--- config.mk ---
export PLATFORM = sky130hd
export DESIGN_NAME = alien_bomb_flat
export DESIGN_NICKNAME = d
export VERILOG_FILES = /design/src/rtl/space_inv_pkg.sv /design/src/rtl/alien_bomb_if.sv /design/src/rtl/bomb_channel.sv /design/src/rtl/alien_bomb.sv /design/src/flat_wrapper.sv
export SDC_FILE = /design/constraint.sdc
export NUM_CORES = 1
export LEC_CHECK = 0
export BUFFER_PORTS_ARGS = -buffer_cell sky130_fd_sc_hd__buf_2
export CAP_MARGIN = 10
export CORE_MARGIN = 1
export CORE_UTILIZATION = 55
export DETAILED_ROUTE_END_ITERATION = 8
export PLACE_DENSITY = 0.79
export SYNTH_ARGS = -nofsm -noshare
export SYNTH_HDL_FRONTEND = slang
export SYNTH_SLANG_ARGS = --single-unit
--- constraint.sdc ---
create_clock -name clk -period 3.98 [get_ports clk]
set_input_delay 0.199 -clock clk [delete_from_list [all_inputs] [get_ports clk]]
set_output_delay 0.199 -clock clk [all_outputs]
set_load 0.01 [all_outputs]
--- src/rtl/space_inv_pkg.sv ---
`default_nettype none
// =============================================================================
// Module : space_inv_pkg
// Brief  : Shared types and constants for the alien bomb logic.
// Rev    : 1.0 - initial release
// =============================================================================
package space_inv_pkg;

    localparam int NUM_BOMBS = 3;
    localparam int BOMB_LEN  = 3;

    localparam logic [3:0] BOMB_COLOUR  = 4'b1111;
    localparam logic [3:0] BLANK_COLOUR = 4'b0000;

    typedef enum logic [1:0] {
        IDLE    = 2'd0,
        FALLING = 2'd1,
        HIT     = 2'd2
    } bomb_state_t;

    // Population count of bombs striking the player in one cycle (0..NUM_BOMBS).
    function automatic logic [1:0] count_hits(input logic [NUM_BOMBS-1:0] hits);
        logic [1:0] n;
        n = '0;
        for (int i = 0; i < NUM_BOMBS; i++) begin
            n = n + {1'b0, hits[i]};
        end
        return n;
    endfunction

endpackage
`default_nettype wire

--- src/rtl/alien_bomb_if.sv ---
`default_nettype none
// =============================================================================
// Module : alien_bomb_if
// Brief  : Launch request / status bundle between game control and bombs.
// Rev    : 1.0 - initial release
// =============================================================================
interface alien_bomb_if;
    import space_inv_pkg::*;

    logic [NUM_BOMBS-1:0] fire_req;
    logic [11:0]          fire_row;
    logic [11:0]          fire_col;
    logic [NUM_BOMBS-1:0] bomb_busy;
    logic                 player_hit;
    logic [7:0]           hit_count;

    modport master (
        output fire_req, fire_row, fire_col,
        input  bomb_busy, player_hit, hit_count
    );

    modport slave (
        input  fire_req, fire_row, fire_col,
        output bomb_busy, player_hit, hit_count
    );

endinterface
`default_nettype wire

--- src/rtl/bomb_channel.sv ---
`default_nettype none
// =============================================================================
// Module : bomb_channel
// Brief  : One bomb: launch/fall/hit state machine, position and pixel decode.
// Rev    : 1.0 - initial release
// =============================================================================
module bomb_channel
    import space_inv_pkg::*;
#(
    parameter int BOMB_STEP = 2,
    parameter int FLOOR_ROW = 470
) (
    input  wire logic        clk,
    input  wire logic        rst,
    input  wire logic        i_tick,
    input  wire logic        i_fire,
    input  wire logic [11:0] i_fire_row,
    input  wire logic [11:0] i_fire_col,
    input  wire logic [11:0] i_pixel_row,
    input  wire logic [11:0] i_pixel_column,
    input  wire logic        i_player_active,
    output logic             o_active,
    output logic             o_busy,
    output logic             o_collide
);

    bomb_state_t r_state;
    logic [11:0] r_row;
    logic [11:0] r_col;
    logic        r_busy;

    logic [12:0] w_row_ext;
    logic [12:0] w_row_end;
    logic [12:0] w_row_next;
    logic        w_active;
    logic        w_collide;

    // 13-bit sums so a bomb near row 4095 cannot wrap into a false match.
    assign w_row_ext  = {1'b0, r_row};
    assign w_row_end  = w_row_ext + 13'(BOMB_LEN + 1);
    assign w_row_next = w_row_ext + 13'(BOMB_STEP);

    assign w_active  = (r_state == FALLING)
                    && ({1'b0, i_pixel_row} > w_row_ext)
                    && ({1'b0, i_pixel_row} < w_row_end)
                    && (i_pixel_column == r_col);
    assign w_collide = w_active && i_player_active;

    always_ff @(posedge clk) begin
        if (rst) begin
            r_state <= IDLE;
            r_row   <= '0;
            r_col   <= '0;
            r_busy  <= 1'b0;
        end else begin
            case (r_state)
                IDLE: begin
                    if (i_fire) begin
                        r_state <= FALLING;
                        r_row   <= i_fire_row;
                        r_col   <= i_fire_col;
                        r_busy  <= 1'b1;
                    end
                end
                FALLING: begin
                    if (w_collide) begin
                        r_state <= HIT;
                    end else if (i_tick) begin
                        if (w_row_next > 13'(FLOOR_ROW)) begin
                            r_state <= IDLE;
                            r_row   <= '0;
                            r_col   <= '0;
                            r_busy  <= 1'b0;
                        end else begin
                            r_row <= w_row_next[11:0];
                        end
                    end
                end
                HIT: begin
                    if (i_tick) begin
                        r_state <= IDLE;
                        r_row   <= '0;
                        r_col   <= '0;
                        r_busy  <= 1'b0;
                    end
                end
                default: begin
                    r_state <= IDLE;
                    r_row   <= '0;
                    r_col   <= '0;
                    r_busy  <= 1'b0;
                end
            endcase
        end
    end

    assign o_active  = w_active;
    assign o_busy    = r_busy;
    assign o_collide = w_collide;

endmodule
`default_nettype wire

--- src/rtl/alien_bomb.sv ---
`default_nettype none
// =============================================================================
// Module : alien_bomb
// Brief  : Alien bomb array with shared motion timer, hit tally and colour mux.
// Rev    : 1.0 - initial release
// =============================================================================
module alien_bomb
    import space_inv_pkg::*;
#(
    parameter int MOTION_TICKS = 1000000,
    parameter int BOMB_STEP    = 2,
    parameter int FLOOR_ROW    = 470
) (
    input  wire logic                 clk,
    input  wire logic                 rst,
    input  wire logic [11:0]          pixel_row,
    input  wire logic [11:0]          pixel_column,
    input  wire logic                 player_active,
    output logic [NUM_BOMBS-1:0]      bomb_active,
    output logic [3:0]                bomb_output,
    alien_bomb_if.slave               bus
);

    localparam int CNT_W = (MOTION_TICKS > 1) ? $clog2(MOTION_TICKS) : 1;

    logic [CNT_W-1:0]     r_motion_cnt;
    logic                 r_player_hit;
    logic [7:0]           r_hit_count;

    logic                 w_tick;
    logic [NUM_BOMBS-1:0] w_busy;
    logic [NUM_BOMBS-1:0] w_collide;
    logic [1:0]           w_new_hits;
    logic [8:0]           w_hit_sum;

    assign w_tick = (r_motion_cnt == CNT_W'(MOTION_TICKS - 1));

    always_ff @(posedge clk) begin
        if (rst || w_tick) begin
            r_motion_cnt <= '0;
        end else begin
            r_motion_cnt <= r_motion_cnt + 1'b1;
        end
    end

    for (genvar gi = 0; gi < NUM_BOMBS; gi++) begin : g_bomb
        bomb_channel #(
            .BOMB_STEP (BOMB_STEP),
            .FLOOR_ROW (FLOOR_ROW)
        ) u_channel (
            .clk             (clk),
            .rst             (rst),
            .i_tick          (w_tick),
            .i_fire          (bus.fire_req[gi]),
            .i_fire_row      (bus.fire_row),
            .i_fire_col      (bus.fire_col),
            .i_pixel_row     (pixel_row),
            .i_pixel_column  (pixel_column),
            .i_player_active (player_active),
            .o_active        (bomb_active[gi]),
            .o_busy          (w_busy[gi]),
            .o_collide       (w_collide[gi])
        );
    end

    // Simultaneous strikes give one pulse but each bomb adds to the tally.
    assign w_new_hits = count_hits(w_collide);
    assign w_hit_sum  = {1'b0, r_hit_count} + {7'd0, w_new_hits};

    always_ff @(posedge clk) begin
        if (rst) begin
            r_player_hit <= 1'b0;
            r_hit_count  <= '0;
        end else begin
            r_player_hit <= |w_collide;
            r_hit_count  <= w_hit_sum[8] ? 8'hFF : w_hit_sum[7:0];
        end
    end

    assign bomb_output    = (|bomb_active) ? BOMB_COLOUR : BLANK_COLOUR;
    assign bus.bomb_busy  = w_busy;
    assign bus.player_hit = r_player_hit;
    assign bus.hit_count  = r_hit_count;

endmodule
`default_nettype wire

--- src/flat_wrapper.sv ---
// flat-port wrapper written by rule: the top's interface ports become plain ports
module alien_bomb_flat import space_inv_pkg::*;
#(
    parameter int MOTION_TICKS = 1000000,
    parameter int BOMB_STEP    = 2,
    parameter int FLOOR_ROW    = 470
)
  (clk, rst, pixel_row, pixel_column, player_active, bomb_active, bomb_output, bus_fire_req, bus_fire_row, bus_fire_col, bus_bomb_busy, bus_player_hit, bus_hit_count);
  alien_bomb_if bus_i ();
  input  wire logic clk;
  input  wire logic rst;
  input  wire logic [11:0] pixel_row;
  input  wire logic [11:0] pixel_column;
  input  wire logic player_active;
  output logic [NUM_BOMBS-1:0] bomb_active;
  output logic [3:0] bomb_output;
  input wire logic [$bits(bus_i.fire_req)-1:0] bus_fire_req;
  input wire logic [$bits(bus_i.fire_row)-1:0] bus_fire_row;
  input wire logic [$bits(bus_i.fire_col)-1:0] bus_fire_col;
  output wire logic [$bits(bus_i.bomb_busy)-1:0] bus_bomb_busy;
  output wire logic [$bits(bus_i.player_hit)-1:0] bus_player_hit;
  output wire logic [$bits(bus_i.hit_count)-1:0] bus_hit_count;
  assign bus_i.fire_req = bus_fire_req;
  assign bus_i.fire_row = bus_fire_row;
  assign bus_i.fire_col = bus_fire_col;
  assign bus_bomb_busy = bus_i.bomb_busy;
  assign bus_player_hit = bus_i.player_hit;
  assign bus_hit_count = bus_i.hit_count;
  alien_bomb #(.MOTION_TICKS(MOTION_TICKS), .BOMB_STEP(BOMB_STEP), .FLOOR_ROW(FLOOR_ROW)) u_core (.clk(clk), .rst(rst), .pixel_row(pixel_row), .pixel_column(pixel_column), .player_active(player_active), .bomb_active(bomb_active), .bomb_output(bomb_output), .bus(bus_i));
endmodule
==> metrics.md, run 1 <==
| Metric | Value |
|---|---|
| Final hold vios | `0` |
| Share of cells above drive strength 1 | `21.85%` |
| Critical path peak fanout | `4` |
| R2r startpoint | `u_core.g_bomb[2].u_channel.r_row[3]$_SDFFE_PP0P_` |
| Minimum clock period | `3.965 ns` |
| Commonest cells post-synth | `dfxtp_1 (110), ha_1 (79), nand2_1 (63)` |
| DR top layer | `met4` |
| Die boundary height | `123.8 um` |
| Cell Area, Synth | `8164 um^2` |
| CP arrival | `4.19 ns` |
| Cell taking the most area after synthesis | `dfxtp_1` |
| Post-synth EDFFs | `0` |
| FF+latch count, synth | `110` |
| WL/cell | `19.27 um` |
| HPWL after DPL | `18.58 mm` |
| Maximum clock frequency | `252.2 MHz` |
| Post-placement setup slack | `-0.1030 ns` |
| # diodes | `0` |
| Met1 Wirelength | `10.55 mm` |
| Largest net degree at the start of global routing | `51` |
| Synthesized area per cell | `8.451 um^2` |
| Utilization after layout | `65.97%` |
| CTS sink cnt | `110` |
| # setup viols final | `0` |
| Die area | `15340 um^2` |
| Met3 wire length | `2.007 mm` |
| Hold_ws | `0.09465 ns` |
| Clk_skew | `0.01075 ns` |
| Rel. slew slack | `40.09%` |
| GP Congestion | `0.9622` |
| Max IR drop VDD | `238.9 uV` |
| Worst Hold Class | `input port to flip-flop` |
| Layout Nets | `1209` |
| PwrDens | `310.6 nW/um^2` |
| Max-Cap Viols | `0` |
| Cell count after synthesis | `966` |
| Worst setup path start | `u_core.g_bomb[2].u_channel.r_row[3]$_SDFFE_PP0P_` |
| Initial antenna violation count | `0` |
| CTS tree | `built` |
| GRT Residual Overflow | `0` |
| Clock transition at the registers of the reported paths | `0.08 ns` |
| Row count | `44` |
| Final setup margin | `0.01504 ns` |
| Syn. warnings | `0` |
| Drt total wl | `24.36 mm` |
| First-pass GRT wire length | `38.46 mm` |
| Die X | `123.8 um` |
| Count leader, synth | `dfxtp_1` |
| DP Area | `9005 um^2` |
| Largest cells by area after synthesis | `dfxtp_1 (27%), ha_1 (12%), xnor2_1 (6.7%), a21oi_1 (3.5%), nand4_1 (3.2%)` |
| Vias per inst | `6.273` |
| Fraction of registers with async set or reset after synthesis | `0%` |
| Status | `finished, final reports clean` |
| DRT Pass-1 Iters | `5` |
| Routed vias | `7929` |
| Met2 routed WL | `10.85 mm` |
| Global-route total usage across every layer | `32.45%` |
| Layout area overhead | `17.44%` |
| Number of global-route vias before repair | `7516` |
| Post-synth top flop | `dfxtp_1` |
| Fill count | `1226` |
| R2R depth | `21` |
| Hold depth | `2` |
| H-tree depth | `3` |
| Tcrit/Tclk final | `99.62%` |
| Starting density of the core | `56.17%` |
| Routed Antenna Nets | `0` |
| Unique masters post-synth | `88` |
| Synth top area share | `26.97%` |
| Max Slew Vio Count | `0` |
| CP required | `4.20 ns` |
| Reg area | `2225 um^2` |
| Net Count, Synth | `1100` |
| Clk buf depth | `2` |
| Seq/Total Area, Yosys | `26.97%` |
| Clock buffer count from CTS | `9` |
| Area of the core | `14530 um^2` |
| Worst setup SP type | `flip-flop` |
| # port buffers | `72` |
| Clock Tree Root | `clkbuf_16` |
| Iter 0 DRT Violations | `759` |
| # IOs | `73` |
| Crit Path Category | `flip-flop to flip-flop` |
| DRC Markers | `0` |
| Worst setup EP type | `flip-flop` |
| Pleak | `3.923 nW` |
| Worst Tran Pin Value | `0.8954 ns` |
| Clk_lat worst skew | `0.36 ns` |
| Min-Delay Startpoint | `bus_fire_col[5]` |
| Multi-input gate area | `5662 um^2` |
| Final Cell Area | `9588 um^2` |
| RSZ-0062 raised after global routing | `true` |
## final cells by class
type                       count  area share, %
clock inverter                 5         0.4176
sequential                   110          23.20
tap                          184          2.401
clock buffer                  11          2.636
inverter                      56          2.192
timing repair buffer         152          10.10
multi-input combinational    746          59.05
## cells by family after synthesis
kind of cell	Yosys count	synth area share, %
DFF	110	26.97
muxes	13	1.594
adders and majority gates	80	12.35
AOI/OAI and AO/OA	235	21.46
and+or+nand+nor	328	21.64
buffers and inverters	110	6.329
xor gates and xnor gates	90	9.655
## placed cells by master (no fill, tap or decap), types with 28 or more instances in the layout
master	count
inv_1	55
buf_2	72
nor2_1	58
ha_1	75
nand3_1	47
nand2_1	61
a21oi_1	54
dfxtp_1	102
xnor2_1	60
buf_4	78
nand4_1	42
xor2_1	28
## final timing paths
kind                                                                         end  slack, ns
worst min-delay path            u_core.g_bomb[2].u_channel.r_col[5]$_SDFFE_PP0P_       0.09
worst min register to register    u_core.g_bomb[0].u_channel.o_busy$_SDFFE_PP0P_       0.46
worst max-delay path                          u_core.bus.hit_count[7]$_SDFF_PP0_       0.02
worst max register to register                u_core.bus.hit_count[7]$_SDFF_PP0_       0.02
## through the flow
stage | cells | setup TNS (ns) | power, mW
global placement | 1238 | 0 | 2.034
global route | 1264 | -0.5180 | 3.128
detailed placement | 1238 | -0.5628 | 2.059
finish | 1264 | 0 | 2.978
floorplan | 966 | 0 | 1.788
CTS | 1258 | 0 | 2.955
## power breakdown
part           internal (mW)  switching [mW]  total (mW)
Sequential              1.17          0.0748        1.24
Clock                  0.466           0.437       0.903
Combinational          0.351           0.480       0.831
## routing by layer
layer | vias to the layer above | GRT usage [%]
li1 | 3775 | -
met1 | 3732 | 41.47
met2 | 348 | 52.12
met3 | 74 | 8.013
met4 | 0 | 13.10
met5 | - | 0
## critical path, stage by stage (launching register included)
cell	delay, ns
dfxtp_2	0.34
ha_4	0.16
and3_4	0.19
and3_4	0.16
xnor2_2	0.12
ha_1	0.31
and4_1	0.22
a221o_1	0.33
o21ai_2	0.15
buf_6	0.13
nand3_4	0.07
xor2_1	0.17
and2_1	0.16
ha_1	0.19
o21bai_4	0.19
ha_4	0.25
a21o_1	0.18
nand2_2	0.09
nor2_4	0.04
buf_4	0.13
a31oi_1	0.18
nor3_1	0.07
## flip-flops by register name, summed over array words and instances (netlist names)
register,count
u_core.r_motion_cnt,20
u_core.g_bomb.u_channel.o_busy,3
u_core.g_bomb.u_channel.r_state,6
u_core.bus.player_hit,1
u_core.bus.hit_count,8
u_core.g_bomb.u_channel.r_row,36
u_core.g_bomb.u_channel.r_col,36
## repair_timing
action	in CTS	in global routing
hold buffers	0	0
setup buffers	4	6
endpoints found under the setup margin	8	8
resized for setup	13	38
pin swaps	4	39
Note: power is estimated with default switching activity, not from simulation.
==> run 2, diff against run 1 <==
--- a/config.mk
+++ b/config.mk
@@ -8,9 +8,9 @@
 export BUFFER_PORTS_ARGS = -buffer_cell sky130_fd_sc_hd__buf_2
 export CAP_MARGIN = 10
 export CORE_MARGIN = 1
-export CORE_UTILIZATION = 55
+export CORE_UTILIZATION = 66
 export DETAILED_ROUTE_END_ITERATION = 8
-export PLACE_DENSITY = 0.79
+export PLACE_DENSITY = 0.88
 export SYNTH_ARGS = -nofsm -noshare
 export SYNTH_HDL_FRONTEND = slang
 export SYNTH_SLANG_ARGS = --single-unit
==> constraint.sdc (replaced) <==
create_clock -name clk -period 4.7 [get_ports clk]
set_input_delay 0.235 -clock clk [delete_from_list [all_inputs] [get_ports clk]]
set_output_delay 0.235 -clock clk [all_outputs]
set_load 0.01 [all_outputs]
==> metrics.md, run 2 (synthesis gave the netlist of run 1 again) <==
| Metric | Value |
|---|---|
| Status | `finished, final reports clean` |
| Share of cells above drive strength 1 | `13.21% (-8.6 points)` |
| Worst Hold Class | `input port to flip-flop` |
| Rel. slew slack | `16.92% (-23 points)` |
| CP arrival | `4.59 ns (+0.40 ns)` |
| H-tree depth | `3 (unchanged)` |
| Routed Antenna Nets | `0 (unchanged)` |
| Max IR drop VDD | `277.9 uV (+16%)` |
| Largest net degree at the start of global routing | `50 (-2.0%)` |
| CTS tree | `built` |
| Most used cell along the critical path | `ha_1` |
| Maximum clock frequency | `229.3 MHz (-9.1%)` |
| WP buf/inv | `0 (-2)` |
| Final hold vios | `0 (unchanged)` |
| HPWL after DPL | `16.88 mm (-9.1%)` |
| Initial antenna violation count | `0 (unchanged)` |
| Crit-path slowest cell | `a221o_1` |
| Number of global-route vias before repair | `7067 (-6.0%)` |
| First-pass GRT wire length | `36.20 mm (-5.9%)` |
| CTS sink cnt | `110 (unchanged)` |
| Worst Tran Pin Value | `1.242 ns (+0.3462 ns)` |
| Vias per inst | `6.679 (+6.5%)` |
| Reg area | `2206 um^2 (-0.84%)` |
| Worst setup SP type | `flip-flop` |
| Layout area overhead | `8.046%` |
| Routed vias | `7754 (-2.2%)` |
| Die X | `113.2 um (-8.6%)` |
| Die boundary height | `113.2 um (-8.6%)` |
| Critical path peak fanout | `6 (+2)` |
| Area of the core | `12010 um^2 (-17%)` |
| GP Congestion | `0.9378 (-2.5%)` |
| Clk buf depth | `2 (unchanged)` |
| Clock Tree Root | `clkbuf_16` |
| # port buffers | `72 (unchanged)` |
| CTS Hold Buffers Added | `0 (unchanged)` |
| Max Slew Vio Count | `0 (unchanged)` |
| DRC Markers | `0 (unchanged)` |
| Layout Nets | `1143 (-5.5%)` |
| RSZ-0062 raised after global routing | `false` |
| Clock buffer count from CTS | `9 (unchanged)` |
| Clk_skew | `0.006650 ns (-0.004104 ns)` |
| Drt total wl | `22.52 mm (-7.6%)` |
| Crit Path Category | `flip-flop to flip-flop` |
| Clk_lat worst skew | `0.36 ns (about the same)` |
| DRT Pass-1 Iters | `6 (+1)` |
| Multi-input gate area | `5449 um^2 (-3.8%)` |
| Commonest cells after routing, fill and taps aside | `dfxtp_1 (107), ha_1 (79), buf_2 (72)` |
| Minimum clock period | `4.362 ns (+0.3970 ns)` |
| GRT Residual Overflow | `0 (unchanged)` |
| # IOs | `73 (unchanged)` |
| Biggest regs | `u_core.g_bomb.u_channel.r_col (36), u_core.g_bomb.u_channel.r_row (36), u_core.r_motion_cnt (20)` |
| Largest delay contributor family on the critical path | `simple AND/OR/NAND/NOR gates` |
| Max-Cap Viols | `0 (unchanged)` |
| WL/cell | `19.39 um (+0.63%)` |
| Starting density of the core | `67.97% (+12 points)` |
| CP required | `4.93 ns (+0.73 ns)` |
| Utilization after layout | `73.44% (+7.5 points)` |
| Cell chain of the critical path | `ha_1 > and3_1 > and3_1 > xnor2_1 > ha_1 > and4_1 > a221o_1 > o21ai_2 > nand3_1 > xor2_1 > and2_1 > ha_1 > o21bai_1 > ha_1 > a21o_1 > nand2_1 > nor2_1 > nand3_1 > nor3b_1 > nor3_1` |
| CP peak stage delay | `0.37 ns (+0.03 ns)` |
| Tcrit/Tclk final | `92.81% (-6.8 points)` |
| Commonest non-fill, non-tap cell in the layout | `dfxtp_1` |
| Final cell count without fillers | `1161 (-8.1%)` |
| Worst setup EP type | `flip-flop` |
| PwrDens | `282.3 nW/um^2 (-9.1%)` |
| Row count | `40 (-9.1%)` |
| Setup TNS Final | `0 ns (unchanged)` |
| Pleak | `3.582 nW (-8.7%)` |
| # diodes | `0 (unchanged)` |
| Die area | `12820 um^2 (-16%)` |
| # setup viols final | `0 (unchanged)` |
| Global-route total usage across every layer | `35.72% (+3.3 points)` |
| Clock transition at the registers of the reported paths | `0.08 ns (about the same)` |
| Inst Count DP | `1145 (-7.5%)` |
| Iter 0 DRT Violations | `766 (+0.92%)` |
| Fill count | `903 (-26%)` |
## run 2: cell types whose count changed in the layout (fill, tap and decap cells not counted), moves of 4 or more
cell / change
buf_4: -64
dfxtp_1: +5
dfxtp_4: -5
and3_1: +4
and3_4: -4
ha_1: +4
nor2_1: +4
## run 2: per-layer routing
| metal | track usage (%) | vias to the layer above | routed length [um] |
|---|---|---|---|
| li1 | - | 3649 | - |
| met5 | 0 | - | 0 |
| met1 | 47.15 | 3636 | 9295 |
| met3 | 6.213 | 65 | 2152 |
| met2 | 56.40 | 404 | 10160 |
| met4 | 17.63 | 0 | 902 |
## run 2: final cells by class
type	instances	share of cell area, %
clock buffers	9	2.553
clock inverters	7	0.9220
inverters	56	2.383
multi-input cells	746	61.77
flip-flops and latches	110	25.01
well taps	147	2.085
repair buffers	86	5.277
## run 2: worst paths after layout
| check | startpoint | endpoint | slack [ns] | cells after the start |
|---|---|---|---|---|
| worst max-delay path | u_core.g_bomb[2].u_channel.r_row[2]$_SDFFE_PP0P_ | u_core.bus.hit_count[7]$_SDFF_PP0_ | 0.34 | 20 |
| worst min-delay path | bus_fire_col[11] | u_core.g_bomb[2].u_channel.r_col[11]$_SDFFE_PP0P_ | 0.12 | 2 |
| worst max register to register | u_core.g_bomb[2].u_channel.r_row[2]$_SDFFE_PP0P_ | u_core.bus.hit_count[7]$_SDFF_PP0_ | 0.34 | 20 |
| worst min register to register | u_core.g_bomb[0].u_channel.o_busy$_SDFFE_PP0P_ | u_core.g_bomb[0].u_channel.o_busy$_SDFFE_PP0P_ | 0.45 | 1 |
## run 2: repair_timing
| item | 4_1_cts | 5_1_grt |
|---|---|---|
| buffers inserted | 0 | 0 |
| setup endpoints to repair | 0 | 3 |
| gates resized for setup | 0 | 4 |
## run 2: power breakdown
group | internal [mW] | switching (mW)
combinational | 0.254 | 0.360
clock | 0.421 | 0.378
sequential | 0.991 | 0.0855
## run 2: per-stage QoR
step / worst slack [ns] / power, mW / area [um^2] / hold slack (ns)
6_report: 0.3380 / 2.490 / 8821 / 0.1207
3_3_place_gp: 0.4432 / 1.672 / 8507 / 0.4317
2_1_floorplan: 0.4960 / 1.511 / 8164 / 0.3607
4_1_cts: 0.2996 / 2.477 / 8813 / 0.1104
3_5_place_dp: 0.3179 / 1.687 / 8507 / 0.4338
5_1_grt: 0.003473 / 2.600 / 8821 / 0.1199
==> run 3, diff against run 2 <==
--- a/config.mk
+++ b/config.mk
@@ -13,4 +13,5 @@
 export PLACE_DENSITY = 0.88
 export SYNTH_ARGS = -nofsm -noshare
 export SYNTH_HDL_FRONTEND = slang
+export SYNTH_HIERARCHICAL = 1
 export SYNTH_SLANG_ARGS = --single-unit
==> metrics.md, run 3 <==
| Metric | Value |
|---|---|
| Vias per inst | `6.712 (+0.50%)` |
| GP Congestion | `0.9332 (-0.49%)` |
| R2r startpoint | `u_core/g_bomb[2].u_channel/r_row[3]$_SDFFE_PP0P_` |
| Reg2Reg Setup Slack | `0.23 ns (-0.10 ns)` |
| PwrDens | `274.0 nW/um^2 (-2.9%)` |
| CTS sink cnt | `110 (unchanged)` |
| Cell count after synthesis | `959 (-0.72%)` |
| Unique masters post-synth | `87 (-1.1%)` |
| Clock buffer count from CTS | `9 (unchanged)` |
| Row count | `40 (unchanged)` |
| CTS tree | `built` |
| Crit-path slowest cell | `dfxtp_1` |
| Fraction of registers with async set or reset after synthesis | `0% (unchanged)` |
| Compound-gate portion of the synthesized area | `21.07% (-0.39 points)` |
| Commonest cells after routing, fill and taps aside | `dfxtp_1 (110), ha_1 (79), xnor2_1 (74)` |
| Routed vias | `7981 (+2.9%)` |
| Share of cells above drive strength 1 | `14.30% (+1.1 points)` |
| Final Cell Area | `8952 um^2 (+1.5%)` |
| Worst Hold Class | `input port to flip-flop` |
| Hold_ws | `0.1325 ns (+0.01174 ns)` |
| Tcrit/Tclk final | `95.01% (+2.2 points)` |
| Worst setup SP type | `flip-flop` |
| Multi-input gate area | `5555 um^2 (+2.0%)` |
| DRC Markers | `0 (unchanged)` |
| Synth Area in Simple Gates | `23.13% (+1.5 points)` |
| CP arrival | `4.74 ns (+0.15 ns)` |
| Global-route total usage across every layer | `36.62% (+0.90 points)` |
| Syn. warnings | `6 (+6)` |
| Largest family of logic cells by synthesized area | `simple AND/OR/NAND/NOR gates` |
| Reg area | `2202 um^2 (-0.17%)` |
| Min-Delay Startpoint | `bus_fire_col[9]` |
| Synth top area share | `26.91% (-0.066 points)` |
| Starting density of the core | `67.85% (-0.12 points)` |
| Commonest non-fill, non-tap cell in the layout | `dfxtp_1` |
| Inst Count DP | `1172 (+2.4%)` |
| Worst Tran Pin Value | `0.9492 ns (-0.2925 ns)` |
| R2R depth | `18 (-10%)` |
| Rel. slew slack | `36.44% (+20 points)` |
| Clk_lat worst skew | `0.36 ns (about the same)` |
| Post-synth EDFFs | `0 (unchanged)` |
| DRT Pass-1 Iters | `5 (-1)` |
| Maximum clock frequency | `223.9 MHz (-2.3%)` |
| Number of global-route vias before repair | `7358 (+4.1%)` |
| Initial antenna violation count | `0 (unchanged)` |
| Drt total wl | `23.35 mm (+3.7%)` |
| Worst setup EP type | `flip-flop` |
| Synthesized area per cell | `8.534 um^2 (+0.98%)` |
| Die area | `12850 um^2 (+0.24%)` |
| GRT Residual Overflow | `0 (unchanged)` |
| Largest net degree at the start of global routing | `39 (-22%)` |
| Final hold vios | `0 (unchanged)` |
| Final cell count without fillers | `1189 (+2.4%)` |
| Clk buf depth | `2 (unchanged)` |
| Minimum clock period | `4.466 ns (+0.1037 ns)` |
| First-pass GRT wire length | `37.45 mm (+3.5%)` |
| HPWL after DPL | `17.10 mm (+1.3%)` |
| Die X | `113.4 um (+0.12%)` |
| Iter 0 DRT Violations | `952 (+24%)` |
| WL/cell | `19.63 um (+1.2%)` |
| Area of the core | `12060 um^2 (+0.42%)` |
| Hold Path Sink | `u_core/g_bomb[1].u_channel/r_col[9]$_SDFFE_PP0P_` |
| Post-placement setup slack | `0.09892 ns (-0.2190 ns)` |
| Layout area overhead | `9.387%` |
| CTS Hold Buffers Added | `0 (unchanged)` |
| Count leader, synth | `dfxtp_1` |
| Die boundary height | `113.4 um (+0.12%)` |
| CP peak stage delay | `0.48 ns (+0.11 ns)` |
| Crit Path Category | `flip-flop to flip-flop` |
| Final setup margin | `0.2343 ns (-0.1037 ns)` |
| # diodes | `0 (unchanged)` |
| Status | `finished, final reports clean` |
| Max Slew Vio Count | `0 (unchanged)` |
| # IOs | `73 (unchanged)` |
| Post-synthesis xor/xnor area fraction | `9.815% (+0.16 points)` |
| # port buffers | `72 (unchanged)` |
| Largest cells by area after synthesis | `dfxtp_1 (27%), ha_1 (12%), xnor2_1 (7.9%), nand4_1 (4.7%), a21oi_1 (3.7%)` |
| Routed Antenna Nets | `0 (unchanged)` |
| Clock Tree Root | `clkbuf_16` |
| Clk_skew | `0.01285 ns (+0.006203 ns)` |
| Max-Cap Viols | `0 (unchanged)` |
| Commonest cells post-synth | `dfxtp_1 (110), ha_1 (80), xnor2_1 (74)` |
| Cell Area, Synth | `8184 um^2 (+0.25%)` |
| Max IR drop VDD | `246.1 uV (-11%)` |
| Cell chain of the critical path | `ha_2 > and4_4 > nand4_1 > xnor2_1 > ha_1 > a21o_1 > a21oi_1 > nand3_1 > o21ai_0 > nand4_1 > inv_1 > fa_1 > ha_1 > fa_1 > inv_1 > nor2_1 > or2_2 > a21oi_1` |
| Hold depth | `2 (unchanged)` |
| FF+latch count, synth | `110 (unchanged)` |
| Fill count | `903 (unchanged)` |
| Worst R2R End | `u_core/bus.hit_count[4]$_SDFF_PP0_` |
| # setup viols final | `0 (unchanged)` |
| CP required | `4.98 ns (+0.05 ns)` |
| Critical path peak fanout | `8 (+2)` |
| H-tree depth | `3 (unchanged)` |
| Setup TNS Final | `0 ns (unchanged)` |
| DP Area | `8633 um^2 (+1.5%)` |
| Seq/Total Area, Yosys | `26.91% (-0.066 points)` |
| Post-synth top flop | `dfxtp_1` |
| Adder-cell share of the synthesized area | `12.72% (+0.37 points)` |
| Pleak | `3.380 nW (-5.6%)` |
| Biggest regs | `u_core/g_bomb.u_channel/r_col (36), u_core/g_bomb.u_channel/r_row (36), u_core/r_motion_cnt (20)` |
| Net Count, Synth | `1095 (-0.45%)` |
| Post-synthesis mux area share | `0.8867% (-0.71 points)` |
| Cell taking the most area after synthesis | `dfxtp_1` |
| Layout Nets | `1152 (+0.79%)` |
| Clock transition at the registers of the reported paths | `0.08 ns (about the same)` |
-- run 3: cell families (layout without fill, tap and decap cells) --
group | after synthesis | count (layout)
adder cells (fa/ha/maj) | 82 | 82
AND/OR/NAND/NOR | 329 | 329
flip-flops | 110 | 110
XOR/XNOR | 90 | 90
AO/OA/AOI/OAI | 241 | 241
buffers and inverters | 100 | 162
multiplexers | 7 | 7
-- run 3: stage by stage --
stage               util (%)  power [mW]
global placement       71.58       1.679
CTS                    73.98       2.434
floorplan                  -       1.515
finish                 74.22       2.453
global route           74.22       2.569
detailed placement     71.58       1.695
-- run 3: how the worst max path moves through the flow --
stage                                                           startpoint                            endpoint  slack, ns  cells past startpoint
after floorplan           u_core/g_bomb[0].u_channel/r_row[2]$_SDFFE_PP0P_  u_core/bus.hit_count[4]$_SDFF_PP0_       0.43                     17
after global placement    u_core/g_bomb[0].u_channel/r_row[5]$_SDFFE_PP0P_  u_core/bus.hit_count[4]$_SDFF_PP0_       0.21                     17
after detailed placement  u_core/g_bomb[0].u_channel/r_row[5]$_SDFFE_PP0P_  u_core/bus.hit_count[4]$_SDFF_PP0_        0.1                     17
after CTS                 u_core/g_bomb[0].u_channel/r_row[5]$_SDFFE_PP0P_  u_core/bus.hit_count[4]$_SDFF_PP0_       0.06                     17
after global routing      u_core/g_bomb[0].u_channel/r_row[5]$_SDFFE_PP0P_  u_core/bus.hit_count[0]$_SDFF_PP0_      -0.05                     17
final                     u_core/g_bomb[2].u_channel/r_row[3]$_SDFFE_PP0P_  u_core/bus.hit_count[4]$_SDFF_PP0_       0.23                     18
-- run 3: power by group --
| part | switching, mW | internal, mW |
|---|---|---|
| Clock | 0.374 | 0.371 |
| Sequential | 0.0696 | 0.990 |
| Combinational | 0.393 | 0.255 |
| Total | 0.836 | 1.62 |
-- run 3: final cells by class --
type / instances / area share (%)
Timing Repair Buffer: 87 / 5.283
Clock buffer: 9 / 2.516
Inverter: 59 / 2.474
Multi-Input combinational cell: 749 / 62.05
Sequential cell: 110 / 24.60
Clock inverter: 7 / 0.7268
Tap cell: 168 / 2.348
-- run 3: per-layer routing --
layer	vias up	wire length, um	share of wire, %	GRT usage, %
li1	3710	-	-	-
met1	3762	9914	42	49.78
met2	433	10340	44	56.07
met3	76	2050	8.8	5.999
met4	0	1037	4.4	18.68
met5	-	0	0	0
-- run 3: what timing repair did --
item | CTS | global route
hold endpoints to repair | 0 | 0
buffers inserted | 0 | 1
setup endpoints to repair | 0 | 8
resized for setup | 0 | 6
-- run 3: worst max-delay path: cells and delay by family (launching register included) --
family                   cells  cell delay, ns
adder cells (fa/ha/maj)      5            1.72
AND/OR/NAND/NOR              6            1.07
AO/OA/AOI/OAI                4            0.73
flip-flops                   1            0.48
buffers and inverters        2            0.22
XOR/XNOR                     1            0.17
